File: src/rtl/alu_pkg.sv
// Shared definitions for the sequential add/subtract unit: FSM states,
// mode encoding and bit positions of the flags in the condition-code word.
package alu_pkg;

    typedef enum logic [1:0] {
        IDLE = 2'd0,
        RUN  = 2'd1,
        DONE = 2'd2
    } state_t;

    // Operation mode carried on the 'sub' input.
    localparam logic ALU_ADD = 1'b0;
    localparam logic ALU_SUB = 1'b1;

    // Bit positions inside the condition-code word.
    localparam int CC_ZF     = 0;
    localparam int CC_SF     = 1;
    localparam int CC_OF     = 2;
    localparam int CC_CF     = 3;
    localparam int CC_NFLAGS = 4;

endpackage

File: src/rtl/addsub_slice.sv
// One SLICE-bit chunk of the adder/subtractor. 'm' inverts b so that with
// cin=1 the chunk computes a-b. c_msb_in is the carry into the top bit of
// the chunk; together with cout it yields signed overflow on the last chunk.
module addsub_slice #(
    parameter int SLICE = 16
) (
    input  logic [SLICE-1:0] a,
    input  logic [SLICE-1:0] b,
    input  logic             cin,
    input  logic             m,
    output logic [SLICE-1:0] s,
    output logic             cout,
    output logic             c_msb_in
);

    logic [SLICE-1:0] bx;
    logic [SLICE:0]   full;

    // Plain ripple add; the carry into the MSB is recovered from the sum bit.
    always_comb begin
        bx       = b ^ {SLICE{m}};
        full     = {1'b0, a} + {1'b0, bx} + {{SLICE{1'b0}}, cin};
        s        = full[SLICE-1:0];
        cout     = full[SLICE];
        c_msb_in = full[SLICE-1] ^ a[SLICE-1] ^ bx[SLICE-1];
    end

endmodule

File: src/rtl/alu_addsub_seq.sv
// Multi-cycle WIDTH-bit add/subtract unit working SLICE bits per clock.
// Handshake: a transfer happens on a rising edge where valid and ready are
// both high; in_ready is high only in IDLE, out_valid only in DONE, and a
// result leaves DONE on the edge where out_ready is seen, so a new operation
// can be accepted at the earliest one edge later.
module alu_addsub_seq
    import alu_pkg::*;
#(
    parameter int WIDTH = 64,
    parameter int SLICE = 16
) (
    input  logic             clk,
    input  logic             rst,
    input  logic             in_valid,
    output logic             in_ready,
    input  logic [WIDTH-1:0] a,
    input  logic [WIDTH-1:0] b,
    input  logic             sub,
    output logic             out_valid,
    input  logic             out_ready,
    output logic [WIDTH-1:0] result,
    output logic             cout,
    output logic             overflow,
    output logic             zf,
    output logic             sf
);

    localparam int NSLICE = WIDTH / SLICE;
    localparam int CW     = (NSLICE > 1) ? $clog2(NSLICE) : 1;
    localparam logic [CW-1:0] LAST = CW'(NSLICE - 1);
    localparam logic [WIDTH-1:0] SLICE_MASK = WIDTH'({SLICE{1'b1}});

    state_t                state;
    state_t                state_next;
    logic [CW-1:0]         cnt;
    logic                  carry;
    logic [WIDTH-1:0]      a_q;
    logic [WIDTH-1:0]      b_q;
    logic                  sub_q;
    logic [WIDTH-1:0]      work;
    logic [WIDTH-1:0]      work_next;
    logic [WIDTH-1:0]      result_q;
    logic [CC_NFLAGS-1:0]  flags_q;
    int                    shamt;
    logic [SLICE-1:0]      a_sl;
    logic [SLICE-1:0]      b_sl;
    logic [SLICE-1:0]      s_sl;
    logic                  c_out_sl;
    logic                  c_msb_sl;
    logic                  accept;
    logic                  last;

    assign accept = in_valid && (state == IDLE);
    assign last   = (state == RUN) && (cnt == LAST);

    // Select the operand chunk addressed by the counter and merge the new
    // sum chunk into the working result.
    always_comb begin
        shamt     = int'(cnt) * SLICE;
        a_sl      = SLICE'(a_q >> shamt);
        b_sl      = SLICE'(b_q >> shamt);
        work_next = (work & ~(SLICE_MASK << shamt)) | (WIDTH'(s_sl) << shamt);
    end

    addsub_slice #(.SLICE(SLICE)) u_slice (
        .a        (a_sl),
        .b        (b_sl),
        .cin      (carry),
        .m        (sub_q),
        .s        (s_sl),
        .cout     (c_out_sl),
        .c_msb_in (c_msb_sl)
    );

    // State register.
    always_ff @(posedge clk or posedge rst) begin
        if (rst) state <= IDLE;
        else     state <= state_next;
    end

    // Next-state logic and handshake outputs.
    always_comb begin
        state_next = state;
        in_ready   = 1'b0;
        out_valid  = 1'b0;
        case (state)
            IDLE: begin
                in_ready = 1'b1;
                if (in_valid) state_next = RUN;
            end
            RUN: begin
                if (cnt == LAST) state_next = DONE;
            end
            DONE: begin
                out_valid = 1'b1;
                if (out_ready) state_next = IDLE;
            end
            default: state_next = IDLE;
        endcase
    end

    // Operand latch, chunk counter, carry chain and result/flag registers.
    always_ff @(posedge clk or posedge rst) begin
        if (rst) begin
            a_q      <= '0;
            b_q      <= '0;
            sub_q    <= 1'b0;
            carry    <= 1'b0;
            cnt      <= '0;
            work     <= '0;
            result_q <= '0;
            flags_q  <= '0;
        end else if (accept) begin
            a_q   <= a;
            b_q   <= b;
            sub_q <= sub;
            carry <= (sub == ALU_SUB);
            cnt   <= '0;
            work  <= '0;
        end else if (state == RUN) begin
            work  <= work_next;
            carry <= c_out_sl;
            if (last) begin
                result_q         <= work_next;
                flags_q[CC_ZF]   <= (work_next == '0);
                flags_q[CC_SF]   <= work_next[WIDTH-1];
                flags_q[CC_OF]   <= c_msb_sl ^ c_out_sl;
                flags_q[CC_CF]   <= c_out_sl;
            end else begin
                cnt <= cnt + 1'b1;
            end
        end
    end

    assign result   = result_q;
    assign cout     = flags_q[CC_CF];
    assign overflow = flags_q[CC_OF];
    assign zf       = flags_q[CC_ZF];
    assign sf       = flags_q[CC_SF];

endmodule

File: config.mk
export PLATFORM = sky130hd
export DESIGN_NAME = alu_addsub_seq
export DESIGN_NICKNAME = d
export VERILOG_FILES = /design/src/rtl/alu_pkg.sv /design/src/rtl/addsub_slice.sv /design/src/rtl/alu_addsub_seq.sv
export SDC_FILE = /design/constraint.sdc
export NUM_CORES = 1
export LEC_CHECK = 0
export CAP_MARGIN = 5
export CORE_ASPECT_RATIO = 2
export CORE_UTILIZATION = 60
export CTS_BUF_LIST = sky130_fd_sc_hd__clkbuf_4 sky130_fd_sc_hd__clkbuf_8
export CTS_CLUSTER_DIAMETER = 80
export CTS_CLUSTER_SIZE = 14
export DETAILED_ROUTE_END_ITERATION = 7
export PLACE_DENSITY = 0.89
export SLEW_MARGIN = 25
export SYNTH_ARGS = -nofsm -noshare
export SYNTH_HDL_FRONTEND = slang
export SYNTH_SLANG_ARGS = --single-unit
File: constraint.sdc
create_clock -name clk -period 23 [get_ports clk]
set_input_delay 3.45 -clock clk [delete_from_list [all_inputs] [get_ports clk]]
set_output_delay 3.45 -clock clk [all_outputs]
set_load 0.02 [all_outputs]
* Word level (Yosys, flattened, before mapping)
Index checks and enable logic that the tools add are counted.
** Storage, ports and cells
- ROM bits :: 0
- Logic and storage cells :: 52
- Output and inout port bits :: 70
- Input bits :: 133
- Memories :: 0
- RAM bits :: 0
- Latch bits :: 0
- Flip-flop bits (word level) :: 266
** Cells by class
- Divide/modulo/power cells :: 0
- Shift-type cells :: 4
- Reductions and logical operators :: 8
- $lt $le $gt $ge :: 0
- $add $sub $neg :: 3
- Eq/ne operators :: 7
- Muxes and demuxes :: 13
- Multipliers :: 0
- Bitwise operators :: 8
** Operators with widths (count)
- two-way mux 64 bit :: 2
- right shift 64 x 6 -> 16 bit :: 2
- AND 64 bit :: 1
- zero test 64 bit :: 1
- inverter 64 bit :: 1
- OR 64 bit :: 1
- << shifter 16 x 6 -> 64 bit :: 1
- << shifter 16 x 6 -> 64 bit (first input constant) :: 1
- adder 16 x 16 -> 17 bit :: 1
- adder 17 x 1 -> 17 bit :: 1
- bitwise XOR 16 bit :: 1
- two-way mux 2 bit :: 6
- inequality test 2 bit (second input constant) :: 4
- case mux 2 bit (3 select lines) :: 1
- AND reduction 3 bit :: 2
- == test 2 bit (second input constant) :: 2
- two-way mux 1 bit :: 4
- bitwise XOR 1 bit :: 3
- adder 2 x 1 -> 2 bit (second input constant) :: 1
- == test 2 x 1 -> 1 bit (second input constant) :: 1
- logical AND 1 bit :: 2
- zero test 2 bit :: 1
- AND reduction 2 bit :: 1
- nonzero test 2 bit :: 1
- inverter 1 bit :: 1

* Longest topological paths before layout
- Word-level depth :: 8
- Depth in mapped cells :: 16
- Mapped depth without buffers :: 12

* By module
A second synthesis with hierarchy kept.
** Unflattened totals
- Cells, all modules :: 1270
- Area total of the unflattened synthesis :: 12101.6 um2
** Modules (own cells, without submodules)
- alu_addsub_seq :: cells an instance 1154, seq. area each 6431.2 um2, area an instance 11214.5 um2, times used 1
- addsub_slice :: cells an instance 116, seq. area each 0.0 um2, area an instance 887.1 um2, times used 1

* Worst setup path after synthesis
No wires, ideal clock.
- Path type :: input port to flip-flop
- From :: in in_valid
- To :: reg work[18]
- Stages on the path :: 6
- Required time :: 22.862 ns
- Setup time :: 0.138 ns
- Setup slack :: 18.038 ns
- Data arrival time :: 4.824 ns
- Path buffers :: 4
- Path through :: and2_1 > clkbuf_1 > clkbuf_1 > clkbuf_1 > clkbuf_1 > o22ai_1
** Between the ends
- Longest elaborated chain between the ends :: 2
- Elaborated cells between the ends (all ways) :: 3
- Those cells by class :: 1 x mux; 2 x reduce/logical
** Ends and longest elaborated chain
- from (decl) :: line alu_addsub_seq.sv:14 : input logic in_valid,
- logical AND 1 bit (*) :: line alu_addsub_seq.sv:53 : assign accept = in_valid && (state == IDLE);
- two-way mux 64 bit or nonzero test 2 bit (tied branches)
- to (signal assigned) :: line alu_addsub_seq.sv:121 : work <= work_next;
- to (decl) :: line alu_addsub_seq.sv:40 : logic [WIDTH-1:0] work;
Every way passes the cells marked *; elsewhere a longest branch is shown, timed or not.
A chain may end at the register's enable or synchronous reset.

* Worst setup path in the final report
- From :: in in_valid
- To :: reg a_q[49]
** Between the ends
- Longest elaborated chain between the ends :: 1
** Ends and longest elaborated chain
- logical AND 1 bit :: line alu_addsub_seq.sv:53
- to (signal assigned) :: line alu_addsub_seq.sv:105 : a_q <= '0;
- to (signal assigned) :: line alu_addsub_seq.sv:114 : a_q <= a;
- to (decl) :: line alu_addsub_seq.sv:37 : logic [WIDTH-1:0] a_q;
No other way between the ends.

==> results.toml <==
[status]
outcome = "complete, no violations"

[cts]
cts_setup_buffers = 0
h-tree-depth = 1
cts.sinks = 258
clock-root-buffer = "clkbuf_8"
worst_skew_pair.late_latency_ps = 560
ctsResizeCount = 0
clk_pin_slew_ps = 90
cts_tree = "done"
cts_made_buffers = 22
clk_path_buf_depth = 3
holdBufCountCts = 0

[global_routing]
grt_use_met1_pct = 34.0
grt_pass1_wl_mm = 50.5
grt_pass1_vias = 9538
overflow = 0
use_met2_pct = 56.8
grt_max_degree = 110
grt_util_all_layers_pct = 32.6
use_met3_pct = 4.68
gr-max-usage-layer = "met2"
antenna_found_initial = 3

[synth]
synth-seq-cells = 258
yosysSeqAreaShare_pct = 53.2
synthDistinctLibCells = 60
synth_top_cell_by_area = "dfrtp_1"
async_flop_share_pct = 100
synth.area.top_cells = "dfrtp_1 (53%), mux2_2 (12%), mux4_2 (5.9%)"
netlist.area_leader.share_pct = 53.2
synth_cells = 1007
synth_ff_type = "dfrtp_1"
synth-edff-count = 0
postSynthAreaPerCell_um2 = 12.0
synth_area_um2 = 12100
yosys_warnings = 0
synth_nets = 1161

[sta]
slew_violations = 0
post-route-min-period_ps = 5600
rsz0062_at_grt = "no"
finalSetupViolCount = 0
fin_skew_ps = 30.1
hold_violations = 0
max_freq_mhz = 179
post-route-period-util_pct = 24.3
setup-tns-final_ps = 0
maxSlewHeadroom_pct = 26.5
tightest_slew_ps = 1100

[setup_path]
crit_path_start_kind = "primary input"
slowest_stage = "buf_4"
reg2reg_depth = 13
ff2ff_setup_slack_ps = 17800
cp_top_family = "buffers and inverters"
critical_path_buf_inv_count = 2
crit_chain = "clkdlybuf4s50_1 -> and2_4 -> buf_4 -> mux2_2"
critPathArrivalTime_ps = 6040
critPathLaunch = "in_valid"
critPathKind = "primary input to register"
endpoint_kind = "register"
required_ps = 23440
cp_max_fo = 78
rr_endpoint = "flags_q[0]$_DFFE_PP0P_"
timing.rr.start = "cnt[0]$_DFFE_PP0P_"
slowest_delay_ps = 870

[drt]
wl_per_cell_um = 22.1
ant_nets = 0
drtIter0Drc = 537
wl_mm = 31.9
routed-via-count = 9031
drc = 0
viasPerCell = 6.26
dr.pass1.iters = 5

[placement]
gp_congestion = 0.985
port_buffers = 202
hpwl_mm = 23.7

[die]
rows = 73
die_h_um = 203
ios = 203
start_util_pct = 61.2
dieArea_um2 = 20800
die_w_um = 103
coreArea_um2 = 19800

[final_layout]
final_nets = 1328
n_fill_cell = 1343
final_common_cell = "dfrtp_1"
layout_common_cells = "dfrtp_1 (256), clkdlybuf4s50_1 (202), mux2_2 (131), nor2_1 (80), nand2_1 (80)"
drive_gt1_share_pct = 18.2
synthToLayoutAreaGrowth_pct = 20.9

[worst_hold_path]
hp-start = "result[24]$_DFFE_PP0P_"
holdPathStages = 2
min_to = "result[24]$_DFFE_PP0P_"
holdCritPathClass = "register to register"

[run]
drv_cap = 0
[worst max path at each step]
stage               depth (start not counted)  slack, ps                  end
finish                                      4      17400  a_q[49]$_DFFE_PP0P_
global route                                4      17130  b_q[45]$_DFFE_PP0P_
CTS                                         4      17130  b_q[45]$_DFFE_PP0P_
detailed placement                          4      16540    carry$_DFFE_PP0P_
global placement                            4      16610  work[6]$_DFFE_PP0P_
floorplan                                   1      12450   a_q[0]$_DFFE_PP0P_
[tightest hold or removal path: stages, from the launching register on]
cell and delay [ps]:
dfrtp_1 350, nand2_1 40, o21ai_0 60
[Yosys cell counts (3+ instances only)]
library cell / n
dfrtp_1: 258
mux2_2: 131
nand2_1: 80
nor2_1: 80
clkbuf_1: 54
o21ai_0: 53
a22o_1: 44
mux4_2: 32
a21oi_1: 29
a221oi_1: 23
xor2_1: 21
ha_1: 19
o22ai_1: 18
a22oi_1: 14
inv_1: 14
buf_1: 10
nor3_1: 9
xnor2_1: 9
a211oi_1: 7
or4_1: 7
and3_1: 6
nand3_1: 6
nor2b_1: 6
nor4_1: 6
a21o_1: 5
buf_2: 5
nand2b_1: 5
a32oi_1: 3
and2_1: 3
nand4_1: 3
o21a_1: 3
o221ai_1: 3
or3_1: 3
[cells by family (layout without fill, tap and decap cells)]
group                    after synthesis  in the layout  synth area share, %
flip-flops                           258            258                 53.2
AND/OR/NAND/NOR                      226            226                 8.52
AO/OA/AOI/OAI                        220            220                 12.8
multiplexers                         165            165                 18.3
buffers and inverters                 87            256                 2.80
XOR/XNOR                              30             30                 2.17
adder cells (fa/ha/maj)               21             21                 2.29
other                                  0              4                    0
[final cells by class]
type | instances | area (um2) | area share (%)
sequential | 258 | 6460 | 44.0
tap | 262 | 328 | 2.24
timing repair buffer | 214 | 2120 | 14.4
clock buffer | 25 | 332 | 2.26
multi-input combinational | 662 | 5350 | 36.4
clock inverter | 1 | 8.76 | 0.0597
inverter | 16 | 67.6 | 0.461
antenna | 4 | 10.0 | 0.0683
[registers in the layout, summed over array words and instances, names as in the netlist]
signal   flops
sub_q        1
flags_q      4
carry        1
state        2
a_q         64
cnt          2
b_q         64
result      63
work        57
[per-layer routing]
layer | up-vias | share of wire [%]
met3 | 148 | 5.1
li1 | 4022 | -
met2 | 417 | 54
met5 | - | 0
met1 | 4444 | 32
met4 | 0 | 8.4
[stage by stage]
stage	utilization (%)	area, um2	hold WS, ps	instances	setup slack [ps]
finish	74.0	14700	483	1442	17400
global route	74.0	14700	519	1441	17130
CTS	73.9	14700	489	1438	17130
detailed placement	72.2	14300	469	1412	16540
global placement	72.2	14300	462	1412	16610
floorplan	-	12100	451	1007	12450
Power is not shown: default switching activity piles up to over one toggle a cycle in this logic, so the estimate is an artifact.
